## src/rtl/mips_defs.sv

```systemverilog
// Shared opcode/funct encodings, class bit positions and pipeline timing constants
// for the decode/hazard pipeline.
package mips_defs;

    localparam logic [5:0] OP_SPECIAL = 6'b000000;
    localparam logic [5:0] OP_LW      = 6'b100011;
    localparam logic [5:0] OP_SW      = 6'b101011;
    localparam logic [5:0] OP_BEQ     = 6'b000100;
    localparam logic [5:0] OP_LUI     = 6'b001111;
    localparam logic [5:0] OP_ORI     = 6'b001101;
    localparam logic [5:0] OP_J       = 6'b000010;
    localparam logic [5:0] OP_JAL     = 6'b000011;
    localparam logic [5:0] OP_CMCO    = 6'b111011;
    localparam logic [5:0] OP_ADDIU   = 6'b001001;
    localparam logic [5:0] OP_BNE     = 6'b000101;
    localparam logic [5:0] OP_LB      = 6'b100000;
    localparam logic [5:0] OP_SB      = 6'b101000;

    localparam logic [5:0] FN_ADDU    = 6'b100001;
    localparam logic [5:0] FN_SUBU    = 6'b100011;
    localparam logic [5:0] FN_JR      = 6'b001000;
    localparam logic [5:0] FN_SLT     = 6'b101010;
    localparam logic [5:0] FN_SLL     = 6'b000000;

    // Bit positions inside the one-hot class vector {JUMP, BRANCH, STORE, LOAD, ALU_I, ALU_R}
    localparam int CLS_ALU_R  = 0;
    localparam int CLS_ALU_I  = 1;
    localparam int CLS_LOAD   = 2;
    localparam int CLS_STORE  = 3;
    localparam int CLS_BRANCH = 4;
    localparam int CLS_JUMP   = 5;

    localparam int TNEW_LOAD  = 2;
    localparam int TNEW_ALU   = 1;
    localparam int TNEW_NONE  = 0;

    localparam int TUSE_EARLY = 0;
    localparam int TUSE_ALU   = 1;
    localparam int TUSE_STORE = 2;

    localparam logic [4:0] REG_RA = 5'd31;

    typedef enum logic [4:0] {
        K_ILLEGAL, K_ADDU, K_SUBU, K_SLT, K_SLL, K_JR,
        K_LW, K_LB, K_SW, K_SB, K_BEQ, K_BNE,
        K_LUI, K_ORI, K_ADDIU, K_CMCO, K_J, K_JAL
    } instr_kind_e;

endpackage

```

## src/rtl/instr_decode.sv

```systemverilog
// Combinational decoder: classifies one instruction word and derives its destination,
// source usage, operand deadlines (T_use) and result latency (T_new).
module instr_decode
    import mips_defs::*;
#(
    parameter int EXT    = 0,
    parameter int TNEW_W = 2
) (
    input  logic [31:0]       i_instr,
    output logic [5:0]        o_cls,
    output logic [4:0]        o_dst,
    output logic              o_useRs,
    output logic              o_useRt,
    output logic [TNEW_W-1:0] o_tuseRs,
    output logic [TNEW_W-1:0] o_tuseRt,
    output logic [TNEW_W-1:0] o_tnew,
    output logic              o_illegal
);

    logic [5:0]  w_op;
    logic [5:0]  w_fn;
    instr_kind_e w_kind;

    assign w_op = i_instr[31:26];
    assign w_fn = i_instr[5:0];

    // Extension encodings stay illegal unless EXT is set.
    always_comb begin
        w_kind = K_ILLEGAL;
        case (w_op)
            OP_SPECIAL: begin
                case (w_fn)
                    FN_ADDU: w_kind = K_ADDU;
                    FN_SUBU: w_kind = K_SUBU;
                    FN_JR:   w_kind = K_JR;
                    FN_SLT:  if (EXT != 0) w_kind = K_SLT;
                    FN_SLL:  if (EXT != 0) w_kind = K_SLL;
                    default: w_kind = K_ILLEGAL;
                endcase
            end
            OP_LW:    w_kind = K_LW;
            OP_SW:    w_kind = K_SW;
            OP_BEQ:   w_kind = K_BEQ;
            OP_LUI:   w_kind = K_LUI;
            OP_ORI:   w_kind = K_ORI;
            OP_J:     w_kind = K_J;
            OP_JAL:   w_kind = K_JAL;
            OP_CMCO:  w_kind = K_CMCO;
            OP_ADDIU: if (EXT != 0) w_kind = K_ADDIU;
            OP_BNE:   if (EXT != 0) w_kind = K_BNE;
            OP_LB:    if (EXT != 0) w_kind = K_LB;
            OP_SB:    if (EXT != 0) w_kind = K_SB;
            default:  w_kind = K_ILLEGAL;
        endcase
    end

    always_comb begin
        o_cls     = '0;
        o_dst     = '0;
        o_useRs   = 1'b0;
        o_useRt   = 1'b0;
        o_tuseRs  = TNEW_W'(TUSE_ALU);
        o_tuseRt  = TNEW_W'(TUSE_ALU);
        o_tnew    = TNEW_W'(TNEW_NONE);
        o_illegal = 1'b0;
        case (w_kind)
            K_ADDU, K_SUBU, K_SLT: begin
                o_cls[CLS_ALU_R] = 1'b1;
                o_dst   = i_instr[15:11];
                o_useRs = 1'b1;
                o_useRt = 1'b1;
                o_tnew  = TNEW_W'(TNEW_ALU);
            end
            K_SLL: begin
                o_cls[CLS_ALU_R] = 1'b1;
                o_dst   = i_instr[15:11];
                o_useRt = 1'b1;
                o_tnew  = TNEW_W'(TNEW_ALU);
            end
            K_ORI, K_ADDIU: begin
                o_cls[CLS_ALU_I] = 1'b1;
                o_dst   = i_instr[20:16];
                o_useRs = 1'b1;
                o_tnew  = TNEW_W'(TNEW_ALU);
            end
            K_LUI, K_CMCO: begin
                o_cls[CLS_ALU_I] = 1'b1;
                o_dst   = i_instr[20:16];
                o_tnew  = TNEW_W'(TNEW_ALU);
            end
            K_LW, K_LB: begin
                o_cls[CLS_LOAD] = 1'b1;
                o_dst   = i_instr[20:16];
                o_useRs = 1'b1;
                o_tnew  = TNEW_W'(TNEW_LOAD);
            end
            K_SW, K_SB: begin
                o_cls[CLS_STORE] = 1'b1;
                o_useRs  = 1'b1;
                o_useRt  = 1'b1;
                o_tuseRt = TNEW_W'(TUSE_STORE);
            end
            K_BEQ, K_BNE: begin
                o_cls[CLS_BRANCH] = 1'b1;
                o_useRs  = 1'b1;
                o_useRt  = 1'b1;
                o_tuseRs = TNEW_W'(TUSE_EARLY);
                o_tuseRt = TNEW_W'(TUSE_EARLY);
            end
            K_JR: begin
                o_cls[CLS_JUMP] = 1'b1;
                o_useRs  = 1'b1;
                o_tuseRs = TNEW_W'(TUSE_EARLY);
            end
            K_J: o_cls[CLS_JUMP] = 1'b1;
            K_JAL: begin
                o_cls[CLS_JUMP] = 1'b1;
                o_dst = REG_RA;
            end
            default: o_illegal = 1'b1;
        endcase
    end

endmodule

```

## src/rtl/decode_hazard_pipe.sv

```systemverilog
// D-stage decode plus E/M/W tracking registers; raises stall when a D source
// would be needed before an older in-flight result is ready.
module decode_hazard_pipe
    import mips_defs::*;
#(
    parameter int EXT    = 0,
    parameter int TNEW_W = 2
) (
    input  logic              clk,
    input  logic              reset,
    input  logic [31:0]       instr_d,
    input  logic              valid_d,
    output logic              stall,
    output logic [5:0]        cls_e,
    output logic [4:0]        dst_e,
    output logic [4:0]        dst_m,
    output logic [4:0]        dst_w,
    output logic [TNEW_W-1:0] tnew_e,
    output logic [TNEW_W-1:0] tnew_m,
    output logic              illegal_e
);

    logic [5:0]        w_cls;
    logic [4:0]        w_dst;
    logic              w_useRs;
    logic              w_useRt;
    logic [TNEW_W-1:0] w_tuseRs;
    logic [TNEW_W-1:0] w_tuseRt;
    logic [TNEW_W-1:0] w_tnew;
    logic              w_illegal;
    logic [4:0]        w_rs;
    logic [4:0]        w_rt;
    logic              w_rsHaz;
    logic              w_rtHaz;
    logic              w_issue;

    logic [5:0]        r_clsE;
    logic [4:0]        r_dstE;
    logic [TNEW_W-1:0] r_tnewE;
    logic              r_illegalE;
    logic [4:0]        r_dstM;
    logic [TNEW_W-1:0] r_tnewM;
    logic [4:0]        r_dstW;

    instr_decode #(
        .EXT    (EXT),
        .TNEW_W (TNEW_W)
    ) u_decode (
        .i_instr   (instr_d),
        .o_cls     (w_cls),
        .o_dst     (w_dst),
        .o_useRs   (w_useRs),
        .o_useRt   (w_useRt),
        .o_tuseRs  (w_tuseRs),
        .o_tuseRt  (w_tuseRt),
        .o_tnew    (w_tnew),
        .o_illegal (w_illegal)
    );

    assign w_rs = instr_d[25:21];
    assign w_rt = instr_d[20:16];

    // $0 is hard-wired, so a source of 0 never waits on anything.
    assign w_rsHaz = w_useRs && (w_rs != 5'd0) &&
                     (((w_rs == r_dstE) && (r_tnewE > w_tuseRs)) ||
                      ((w_rs == r_dstM) && (r_tnewM > w_tuseRs)));
    assign w_rtHaz = w_useRt && (w_rt != 5'd0) &&
                     (((w_rt == r_dstE) && (r_tnewE > w_tuseRt)) ||
                      ((w_rt == r_dstM) && (r_tnewM > w_tuseRt)));

    assign stall   = valid_d && (w_rsHaz || w_rtHaz);
    assign w_issue = valid_d && !stall;

    always_ff @(posedge clk or posedge reset) begin
        if (reset) begin
            r_clsE     <= '0;
            r_dstE     <= '0;
            r_tnewE    <= '0;
            r_illegalE <= 1'b0;
        end else if (w_issue) begin
            r_clsE     <= w_cls;
            r_dstE     <= w_dst;
            r_tnewE    <= w_tnew;
            r_illegalE <= w_illegal;
        end else begin
            r_clsE     <= '0;
            r_dstE     <= '0;
            r_tnewE    <= '0;
            r_illegalE <= 1'b0;
        end
    end

    // One cycle of latency has elapsed by the time a result reaches M.
    always_ff @(posedge clk or posedge reset) begin
        if (reset) begin
            r_dstM  <= '0;
            r_tnewM <= '0;
            r_dstW  <= '0;
        end else begin
            r_dstM  <= r_dstE;
            r_tnewM <= (r_tnewE != '0) ? (r_tnewE - TNEW_W'(1)) : '0;
            r_dstW  <= r_dstM;
        end
    end

    assign cls_e     = r_clsE;
    assign dst_e     = r_dstE;
    assign tnew_e    = r_tnewE;
    assign illegal_e = r_illegalE;
    assign dst_m     = r_dstM;
    assign tnew_m    = r_tnewM;
    assign dst_w     = r_dstW;

endmodule
```

## config.mk

```make
export PLATFORM = sky130hd
export DESIGN_NAME = decode_hazard_pipe
export DESIGN_NICKNAME = d
export VERILOG_FILES = /design/src/rtl/mips_defs.sv /design/src/rtl/instr_decode.sv /design/src/rtl/decode_hazard_pipe.sv
export SDC_FILE = /design/constraint.sdc
export NUM_CORES = 1
export LEC_CHECK = 0
export BUFFER_PORTS_ARGS = -buffer_cell sky130_fd_sc_hd__clkbuf_2
export CORE_UTILIZATION = 43
export DETAILED_ROUTE_END_ITERATION = 16
export HOLD_SLACK_MARGIN = 0.08
export PLACE_DENSITY = 0.83
export SYNTH_ARGS = -nofsm -noshare
export SYNTH_HDL_FRONTEND = slang
export SYNTH_SLANG_ARGS = --single-unit
```

## constraint.sdc

```tcl
create_clock -name clk -period 2.9 [get_ports clk]
set_clock_uncertainty 0.1 [all_clocks]
set_input_delay 0.58 -clock clk [delete_from_list [all_inputs] [get_ports clk]]
set_output_delay 0.58 -clock clk [all_outputs]
set_load 0.01 [all_outputs]
```

Word level (Yosys, flattened, before mapping):

Index checks and enable logic that the tools add are counted.

* bits in registers: 26
* output and inout bits: 27

* add/subtract/negate cells: 1
* magnitude comparators: 4
* equality and inequality tests: 32
* multiplexer cells: 20
* reductions and logical operators: 30

Operators with widths (count)
* 5-bit case mux with 9 select lines: 1
* 5-bit by 4-bit == test with 1-bit output (second input constant): 8
* 6-bit == test (second input constant): 5
* 5-bit by 3-bit == test with 1-bit output (second input constant): 4
* 5-bit == test: 4
* 6-bit by 4-bit == test with 1-bit output (second input constant): 3
* 17-bit OR reduction: 1
* 8-bit OR reduction: 2
* 5-bit case mux with 3 select lines: 1
* 6-bit by 2-bit == test with 1-bit output (second input constant): 2
* 12-bit OR reduction: 1
* 1-bit 2-to-1 mux: 11
* 5-bit by 2-bit == test with 1-bit output (second input constant): 2
* 5-bit == test (second input constant): 2
* 1-bit logical AND: 10
* 5-bit nonzero test: 2
* 3-bit case mux with 3 select lines: 1
* 2-bit greater-than comparator: 4
* 2-bit case mux with 2 select lines: 2
* 4-bit OR reduction: 2
* 6-bit by 3-bit == test with 1-bit output (second input constant): 1
* 6-bit logical NOT: 1
* 6-bit 2-to-1 mux: 1
* 2-bit OR reduction: 3
* other kinds (9): 13

Depth between registers and ports, before layout:

Gate-level depths: netlist of the first run.

* depth in word-level cells: 15
* gate-level depth with buffers: 12
* depth with buffers taken out: 11

By module:

Synthesis of the first run repeated with hierarchy kept, for this count alone.

* cells, all modules: 166
* area total of the unflattened synthesis: 1689.1 µm²

By module, submodules not included
* decode_hazard_pipe: times used 1, cells an instance 117, area an instance 1307.5 µm², sequential area each 650.6 µm²
* instr_decode: times used 1, cells an instance 49, area an instance 381.6 µm², sequential area each 0.0 µm²

Worst setup path before layout of the first run:

No wires, ideal clock.

* path kind: input -> output
* from: in instr_d[29]
* to: out stall
* data arrival time: 2443 ps
* data required time: 2220 ps
* path slack: -223 ps
* stages on the path: 11
* buffers on the path: 1
* cells stage by stage: buf_6 -> nor3_1 -> nand3_1 -> nand2_2 -> inv_1 -> ha_1 -> nand2_1 -> nand4_1 -> nor4_4 -> o221ai_4 -> a31oi_1

* longest elaborated chain between the ends: 11
* elaborated cells between the ends (all ways): 48

RTL lines
* start: declaration: line decode_hazard_pipe.sv:11 `input logic [31:0] instr_d,`
* 6-bit == test, or another cell as far along: line instr_decode.sv:30 `case (w_op)`
* 5-bit case mux with 9 select lines (*): line instr_decode.sv:30
* 5-bit by 4-bit == test with 1-bit output or 5-bit by 3-bit == test with 1-bit output (tied branches): line instr_decode.sv:66 `case (w_kind)`
* 2-bit OR reduction or 3-bit OR reduction (tied branches)
* 2-bit case mux with 2 select lines or 1-bit 2-to-1 mux (tied branches): line instr_decode.sv:66
* 2-bit greater-than comparator, on equally long branches
* 1-bit logical AND, on equally long branches
* 1-bit logical OR, on equally long branches: line decode_hazard_pipe.sv:68, decode_hazard_pipe.sv:65
* 1-bit logical AND, on equally long branches: line decode_hazard_pipe.sv:67, decode_hazard_pipe.sv:64
* 1-bit logical OR (*): line decode_hazard_pipe.sv:71 `assign stall = valid_d && (w_rsHaz || w_rtHaz);`
* 1-bit logical AND (*): line decode_hazard_pipe.sv:71
* end: declaration: line decode_hazard_pipe.sv:13 `output logic stall,`

Every way passes the cells marked *; elsewhere a longest branch is shown, timed or not.

Final worst setup path of the first run:

* from: in instr_d[28]
* to: out stall

Same word-level chain as after synthesis.

==> flow_metrics.tcl, run 1 <==
set metrics [dict create \
    postLayoutCoreUtil 0.643 \
    synth_top_area_frac 0.439 \
    synth_area_leaders "dfrtp_1 44%, xnor2_1 9.5%, nand2_1 3.8%" \
    drt_wl_total_mm 3.41 \
    fin_cells 264 \
    rsz0062_at_grt "true" \
    path_class "in2out" \
    arrival_ns 2.34 \
    period_minus_slack_ns 3.02 \
    cts.sinks 26 \
    setup_violations 1 \
    synth-main-ff-cell "dfrtp_1" \
    status "finished, violations left" \
    synth_edf_count 0 \
    async_flop_share 1.00 \
    fin_hold_ws_ns 0.325 \
    violations "negative setup slack" \
    crit_fanout 4 \
    first_global_vias 1306 \
    portBuffers 56 \
    ant_nets 0 \
    holdCritPathClass "in2async" \
    nets 260 \
    htreeDepth 1 \
    antenna_cells 0 \
    timing.fmax_mhz 331 \
    cts_max_path_buffers 2 \
    setup_slack_ns -0.121 \
    synthCells 145 \
    die-area_sq_um 3690 \
    cp-start-kind "input pin" \
    overflow 0 \
    tritoncts "built" \
    cp.required_ns 2.22 \
    placed_area_sq_um 1940 \
    place_inst 260 \
    vias 1368 \
    seq_area_frac_synth 0.439 \
    synth_fp_nets 184 \
    worst_slew_pin_slew_ns 0.908 \
    gp_congestion 0.841 \
    antenna_found_initial 0 \
    p_int_uw 497 \
    gr-usage-all-layers 0.207 \
    timing.slew.headroom 0.394 \
    cp-end-kind "primary output" \
    place_ws_ns -0.222 \
    seqPwrFrac 0.564 \
    rows 20 \
    period_share 1.04 \
    post-cts-setup-buffers 0 \
    clk_latency_ns 0.31 \
    synth_warnings 0 \
    ir_drop_mv 0.106 \
    finalSetupTns_ns -0.121 \
    syn-cell-area_sq_um 1480 \
    die_x_um 60.7 \
    power_density_nw_per_um2 326 \
    areaGrowthSynthToFinish_pct 36.7 \
    first_pass_iters 4 \
    drive_above_1_share 0.432 \
    synth_top_cell_by_area "dfrtp_1" \
    grt_pass1_wl_mm 5.60 \
    p_sw_uw 164 \
    power_uw 661 \
    synth_seq_cells 26 \
    cts-buffers-inserted 3 \
    max-cap-violations 0 \
    start_util 0.470 \
    power_frac_comb 0.172 \
    hold_viol 0 \
    slew_violations 0 \
    finalInstanceArea_sq_um 2030 \
    clkTransAtPathRegs_ns 0.12 \
    avgSynthCellArea_sq_um 10.2 \
    vias_per_cell 5.18 \
    p_leak_nw 0.968 \
    drc 0 \
    drtIter0Drc 72 \
    core_sq_um 3150 \
    grt_start_max_net_pins 27 \
    p_sw_frac 0.248 \
    yosysUniqueCellTypes 35 \
    fp.dieH_um 60.7 \
    wl_per_cell_um 12.9 \
    cts_root_buf "clkbuf_4" \
    hpwl_mm 2.75 \
    p_clk_frac 0.264 \
    io_pins 62 \
]
==> power by group through the flow <==
stage | clock network, mW | logic (mW) | registers, mW
after CTS | 0.178 | 0.113 | 0.373
final | 0.174 | 0.114 | 0.373
after floorplan | 0 | 0.0525 | 0.382
after detailed placement | 0 | 0.111 | 0.380
after global placement | 0 | 0.108 | 0.379
after global routing | 0.192 | 0.126 | 0.373
==> path summary, 6_finish.rpt <==
| check | endpoint | slack [ns] | depth (start not counted) | start |
|---|---|---|---|---|
| max | stall | -0.12 | 12 | instr_d[28] |
| min | tnew_m[0]$_DFF_PP0_ | 0.33 | 2 | reset |
| max reg2reg | tnew_e[0]$_DFF_PP0_ | 0.88 | 7 | tnew_e[1]$_DFF_PP0_ |
| min reg2reg | dst_w[0]$_DFF_PP0_ | 0.38 | 0 | dst_m[0]$_DFF_PP0_ |
| max in group asynchronous | cls_e[5]$_DFF_PP0_ | 1.83 | 2 | reset |
| min in group clk | dst_w[0]$_DFF_PP0_ | 0.38 | 0 | dst_m[0]$_DFF_PP0_ |
==> timing repair <==
action | CTS | global route
hold buffers | 0 | 0
gates resized for setup | 7 | 1
setup endpoints to repair | 1 | 1
==> worst max-delay path, stage by stage <==
cell and delay (ns):
clkbuf_2 0.09, and3b_2 0.27, nand3_4 0.10, nand2_2 0.11
inv_4 0.05, ha_4 0.20, nand2_1 0.07, nand4_1 0.17
nor4_4 0.23, o221ai_4 0.15, a31oi_4 0.16, clkbuf_2 0.15
==> layout by cell type (no fill, tap or decap), types with 2 or more instances in the layout <==
master / count
nand2_2: 3
clkbuf_2: 56
o22ai_1: 2
nor2_1: 7
xnor2_1: 16
nor3_1: 4
a21oi_1: 6
nand2b_1: 2
inv_1: 6
xor2_1: 4
nand3_1: 10
clkbuf_4: 3
nor2b_1: 5
o211ai_1: 2
ha_4: 3
nor4_2: 2
dfrtp_1: 26
a31oi_1: 6
nor4_4: 2
nand4_1: 3
nand2_1: 15
buf_4: 18
==> state kept, by name (all words and copies together) (netlist names) <==
| name | count |
|---|---|
| cls_e | 6 |
| dst_e | 5 |
| dst_m | 5 |
| dst_w | 5 |
| tnew_e | 2 |
| tnew_m | 2 |
| illegal_e | 1 |
==> cell usage after synthesis, types with 3 or more instances <==
library cell	number
nor3_1	4
nor2_1	7
nand4_1	3
inv_1	7
nor2b_1	6
dfrtp_1	26
xor2_1	4
a21oi_1	6
nand2_1	15
xnor2_1	16
nand2_2	3
nor4_2	3
ha_1	4
a31oi_1	7
nand3_1	10
==> kinds of logic (layout without fill, tap and decap cells) <==
logic type / after synthesis / in the layout / synth area share
compound gates: 22 / 22 / 0.105
xor+xnor: 20 / 20 / 0.118
fa+ha+maj: 4 / 4 / 0.0338
buf+inv: 10 / 85 / 0.0380
flops: 26 / 26 / 0.439
simple gates: 63 / 63 / 0.266
==> area by class of cell <==
type | count | area [sq um]
Multi-Input combinational cell | 109 | 841
Sequential cell | 26 | 651
Tap cell | 44 | 55.1
Timing Repair Buffer | 74 | 415
Inverter | 7 | 28.8
Fill cell | 270 | 1130
Clock buffer | 4 | 36.3
==> metal layers <==
metal / share of wire / up-vias / global-route usage
li1: - / 668 / -
met5: 0 / - / 0
met4: 0.023 / 0 / 0.101
met1: 0.44 / 645 / 0.251
met3: 0.034 / 8 / 0.0299
met2: 0.50 / 47 / 0.359
Power figures use the tool's default switching activity.
==> run 2: changes to the inputs <==
Settings changed: PLACE_DENSITY 0.83 to 0.76.
==> run 2 against run 1 <==
  * The run still ends with negative setup slack left
  * Sequential power about the same
  * Clock power is 17% lower
  * Utilization increased by 0.99 points
  * Via count down 1.3%
  * Hold slack improved by 0.011 ns
  * First-iteration DRC count shrank 28%
  * Global-route usage fell by 0.71 points
  * Fmax down 1.0%
  * Sequential cell count is the same
  * Highest routed layer unchanged
==> flow_metrics.tcl, run 2 (synthesis gave the netlist of run 1 again) <==
set metrics [dict create \
    core_sq_um 3150 \
    met1_usage 0.253 \
    hold_viol 0 \
    max-cap-violations 0 \
    status "finished, violations left" \
    wl_per_cell_um 12.7 \
    io_pins 62 \
    period_share 1.05 \
    tritoncts "built" \
    drive_above_1_share 0.450 \
    vias 1350 \
    holdCritPathClass "in2async" \
    place_ws_ns -0.212 \
    fp.dieH_um 60.7 \
    drt_wl_total_mm 3.39 \
    rsz0062_at_grt "true" \
    crit_fanout 4 \
    first_global_vias 1250 \
    cp.required_ns 2.22 \
    largest_register_ffs 6 \
    ir_drop_mv 0.120 \
    cp-end-kind "primary output" \
    vias_per_cell 5.08 \
    first_pass_iters 4 \
    cp_slowest_stage_delay_ns 0.32 \
    power_density_nw_per_um2 308 \
    rows 20 \
    worst_slew_pin_slew_ns 0.931 \
    arrival_ns 2.37 \
    antenna_found_initial 0 \
    cts_hold_buf 0 \
    grtUsageMet3 0.0149 \
    cp-start-kind "input pin" \
    areaGrowthSynthToFinish_pct 38.8 \
    gr-usage-all-layers 0.200 \
    gp_congestion 0.805 \
    slew_violations 0 \
    clkTransAtPathRegs_ns 0.12 \
    finalSetupTns_ns -0.153 \
    hpwl_mm 2.79 \
    cp_common_cell "buf_6" \
    setup_violations 1 \
    path_class "in2out" \
    critPathSlowestCell "nor4_4" \
    clk_latency_ns 0.31 \
    n_fill_cell 281 \
    cts-buffers-inserted 3 \
    timing.fmax_mhz 328 \
    cts_root_buf "clkbuf_4" \
    postLayoutCoreUtil 0.653 \
    grt_use_met2 0.339 \
    cts_max_path_buffers 2 \
    period_minus_slack_ns 3.05 \
    top_usage_layer "met2" \
    htreeDepth 1 \
    grt_start_max_net_pins 27 \
    final_cell_mix "53 x clkbuf_2, 26 x dfrtp_1, 21 x buf_4, 16 x xnor2_1, 14 x nand2_1" \
    die_x_um 60.7 \
    crit_chain "clkbuf_2 -> and3b_2 -> nand3_4 -> buf_6 -> ha_4 -> nand2_2 -> nand4_1 -> nor4_4 -> o221ai_4 -> a31oi_4 -> buf_6" \
    grt_pass1_wl_mm 5.36 \
    ant_nets 0 \
    p_leak_nw 0.982 \
    overflow 0 \
    die-area_sq_um 3690 \
    nets 263 \
    setup_slack_ns -0.153 \
    cts.sinks 26 \
    drtIter0Drc 52 \
    violations "negative setup slack" \
    timing.slew.headroom 0.378 \
    drc 0 \
    final_common_cell "clkbuf_2" \
    portBuffers 56 \
    start_util 0.470 \
    antenna_cells 0 \
]
## run 2: stage by stage
step	instances	area, sq um	power (mW)	hold slack [ns]
final	266	2060	0.634	0.336
after CTS	264	1980	0.637	0.372
after floorplan	145	1500	0.434	0.387
after global routing	266	2060	0.664	0.384
after global placement	261	1950	0.488	0.348
after detailed placement	261	1950	0.491	0.346
## run 2: area by class of cell
class                   instances  area, sq um  area share
flip-flops and latches         26          651       0.316
clock buffers                   3         22.5      0.0109
well taps                      44         55.1      0.0267
inverters                       7         26.3      0.0128
repair buffers                 77          450       0.219
multi-input cells             109          853       0.415
## run 2: worst max-delay path: cells and delay by family
kind	cells	cell delay (ns)
and+or+nand+nor	5	0.89
AOI/OAI and AO/OA	2	0.35
buffers and inverters	3	0.34
adders and majority gates	1	0.21
## run 2: report_power, final
part           internal [mW]  total (mW)  switching, mW
logic                 0.0541       0.116         0.0622
clock network         0.0486       0.145         0.0966
registers              0.368       0.372        0.00460
## run 2: worst paths after layout
kind | startpoint | to | slack, ns | cells after the start
setup / recovery | instr_d[28] | stall | -0.15 | 11
hold / removal | reset | tnew_m[1]$_DFF_PP0_ | 0.34 | 2
setup reg to reg | tnew_m[1]$_DFF_PP0_ | dst_e[0]$_DFF_PP0_ | 0.80 | 9
hold reg to reg | dst_m[0]$_DFF_PP0_ | dst_w[0]$_DFF_PP0_ | 0.37 | 0
max in group asynchronous | reset | dst_e[1]$_DFF_PP0_ | 1.80 | 2
min in group clk | dst_m[0]$_DFF_PP0_ | dst_w[0]$_DFF_PP0_ | 0.37 | 0
## run 2: what timing repair did
item | 4_1_cts | 5_1_grt
resized for setup | 4 | 14
endpoints found under the setup margin | 1 | 1
pin swaps | 3 | 8
gates cloned | 0 | 0
buffers inserted | 0 | 2
## run 2: per-layer routing
metal	vias up	routed length, um
met3	9	135
li1	671	-
met5	-	0
met1	627	1470
met4	0	92
met2	43	1680
==> run 3: changes to the inputs <==
Settings changed: SETUP_SLACK_MARGIN set to 0.1.
==> run 3 against run 2 <==
  * The run still ends with negative setup slack left
  * Die area is the same
  * Routed wire length grew 9.3%
  * Utilization grew 1.5 points
  * Hold slack lost 0.017 ns
  * Register-to-register slack gained 0.05 ns
  * Critical path depth shrank 1
  * Critical path type unchanged
  * Critical endpoint unchanged
  * Highest routed layer unchanged
==> flow_metrics.tcl, run 3 (synthesis gave the netlist of run 1 again) <==
set metrics [dict create \
    status "finished, violations left" \
    violations "negative setup slack" \
    final_cell_mix "54 x clkbuf_2, 26 x dfrtp_1, 21 x buf_4, 16 x xnor2_1, 13 x nand2_1" \
    crit_fanout 4 \
    antenna_found_initial 0 \
    drive_above_1_share 0.462 \
    first_pass_iters 4 \
    final_common_cell "clkbuf_2" \
    place_inst 259 \
    first_global_vias 1329 \
    cts_hold_buf 0 \
    antenna_cells 0 \
    ir_drop_mv 0.179 \
    finalSetupTns_ns -0.148 \
    setup_violations 1 \
    ant_nets 0 \
    arrival_ns 2.37 \
    cts_max_path_buffers 2 \
    max-cap-violations 0 \
    htreeDepth 1 \
    power_density_nw_per_um2 348 \
    worst_slew_pin_slew_ns 0.914 \
    cts_root_buf "clkbuf_4" \
    path_class "in2out" \
    holdCritPathClass "in2async" \
    vias_per_cell 5.19 \
    start_util 0.470 \
    die-area_sq_um 3690 \
    grt_pass1_wl_mm 5.80 \
    cts-buffers-inserted 3 \
    overflow 0 \
    placed_area_sq_um 1950 \
    cp-end-kind "primary output" \
    grt_start_max_net_pins 27 \
    cts.sinks 26 \
    drt_wl_total_mm 3.70 \
    clk_latency_ns 0.32 \
    fin_hold_ws_ns 0.318 \
    timing.fmax_mhz 328 \
    period_minus_slack_ns 3.05 \
    drc 0 \
    hpwl_mm 2.85 \
    portBuffers 56 \
    cp.required_ns 2.22 \
    wl_per_cell_um 13.9 \
    timing.slew.headroom 0.390 \
    gp_congestion 0.782 \
    rows 20 \
    gr-usage-all-layers 0.218 \
    cp-start-kind "input pin" \
    drtIter0Drc 47 \
    vias 1386 \
    tritoncts "built" \
    setup_slack_ns -0.148 \
    hold_viol 0 \
    fp.dieH_um 60.7 \
    largest_register_ffs 6 \
    nets 263 \
    clkTransAtPathRegs_ns 0.13 \
    period_share 1.05 \
    rsz0062_at_grt "true" \
    finalInstanceArea_sq_um 2110 \
    io_pins 62 \
    slew_violations 0 \
    die_x_um 60.7 \
    p_leak_nw 1.00 \
    fin_cells 267 \
    core_sq_um 3150 \
    areaGrowthSynthToFinish_pct 42.0 \
    power_uw 733 \
]
-- run 3: changes by cell type in the layout (fill, tap and decap cells not counted), sizes merged --
| cell | previous run | this run |
|---|---|---|
| buf | 24 | 23 |
| bufinv | 0 | 1 |
| clkbuf | 56 | 57 |
-- run 3: area by class of cell --
cell class              count  area, sq um
repair buffers             77          450
well taps                  44         55.1
fillers                   244         1050
clock inverters             1         30.0
clock buffers               3         22.5
flip-flops and latches     26          651
inverters                   7         28.8
multi-input cells         109          868
-- run 3: metrics by stage --
stage / worst slack (ns) / utilization
finish: -0.148 / 0.668
global route: -0.227 / 0.668
CTS: -0.129 / 0.654
detailed placement: -0.272 / 0.617
global placement: -0.175 / 0.617
floorplan: 0.104 / -
-- run 3: worst paths after layout --
path,start,to,slack (ns),cells after the start
min in group clk,instr_d[12],dst_e[1]$_DFF_PP0_,0.38,3
hold reg to reg,dst_m[0]$_DFF_PP0_,dst_w[0]$_DFF_PP0_,0.38,0
setup reg to reg,tnew_m[1]$_DFF_PP0_,tnew_e[0]$_DFF_PP0_,0.85,8
hold / removal,reset,dst_m[3]$_DFF_PP0_,0.32,2
setup / recovery,instr_d[28],stall,-0.15,10
max in group asynchronous,reset,tnew_e[1]$_DFF_PP0_,1.82,2
-- run 3: critical path: stages --
cell and delay (ns):
buf_6 0.09, and3b_2 0.27, nand3_4 0.11, buf_4 0.17, ha_4 0.27, a21oi_1 0.09, nor4_4 0.33, o221ai_4 0.17
a31oi_4 0.16, buf_6 0.12
-- run 3: metal layers --
layer	part of all wire	wire (um)	global-route usage	vias to the layer above
li1	-	-	-	670
met1	0.43	1590	0.251	666
met2	0.51	1880	0.389	44
met3	0.039	146	0.0341	6
met4	0.024	89	0.114	0
met5	0	0	0	-
-- run 3: power by group --
| group | total (mW) | switching (mW) | internal (mW) |
|---|---|---|---|
| clock network | 0.240 | 0.0999 | 0.140 |
| logic | 0.121 | 0.0651 | 0.0561 |
| registers | 0.373 | 0.00466 | 0.368 |
| total | 0.733 | 0.170 | 0.564 |
-- run 3: what timing repair did --
item                                    4_1_cts  5_1_grt
pin swaps                                     5        8
hold endpoints to repair                      0        0
buffers inserted                              2        2
cloned                                        0        0
gates resized for setup                       8        6
endpoints found under the setup margin        1        1
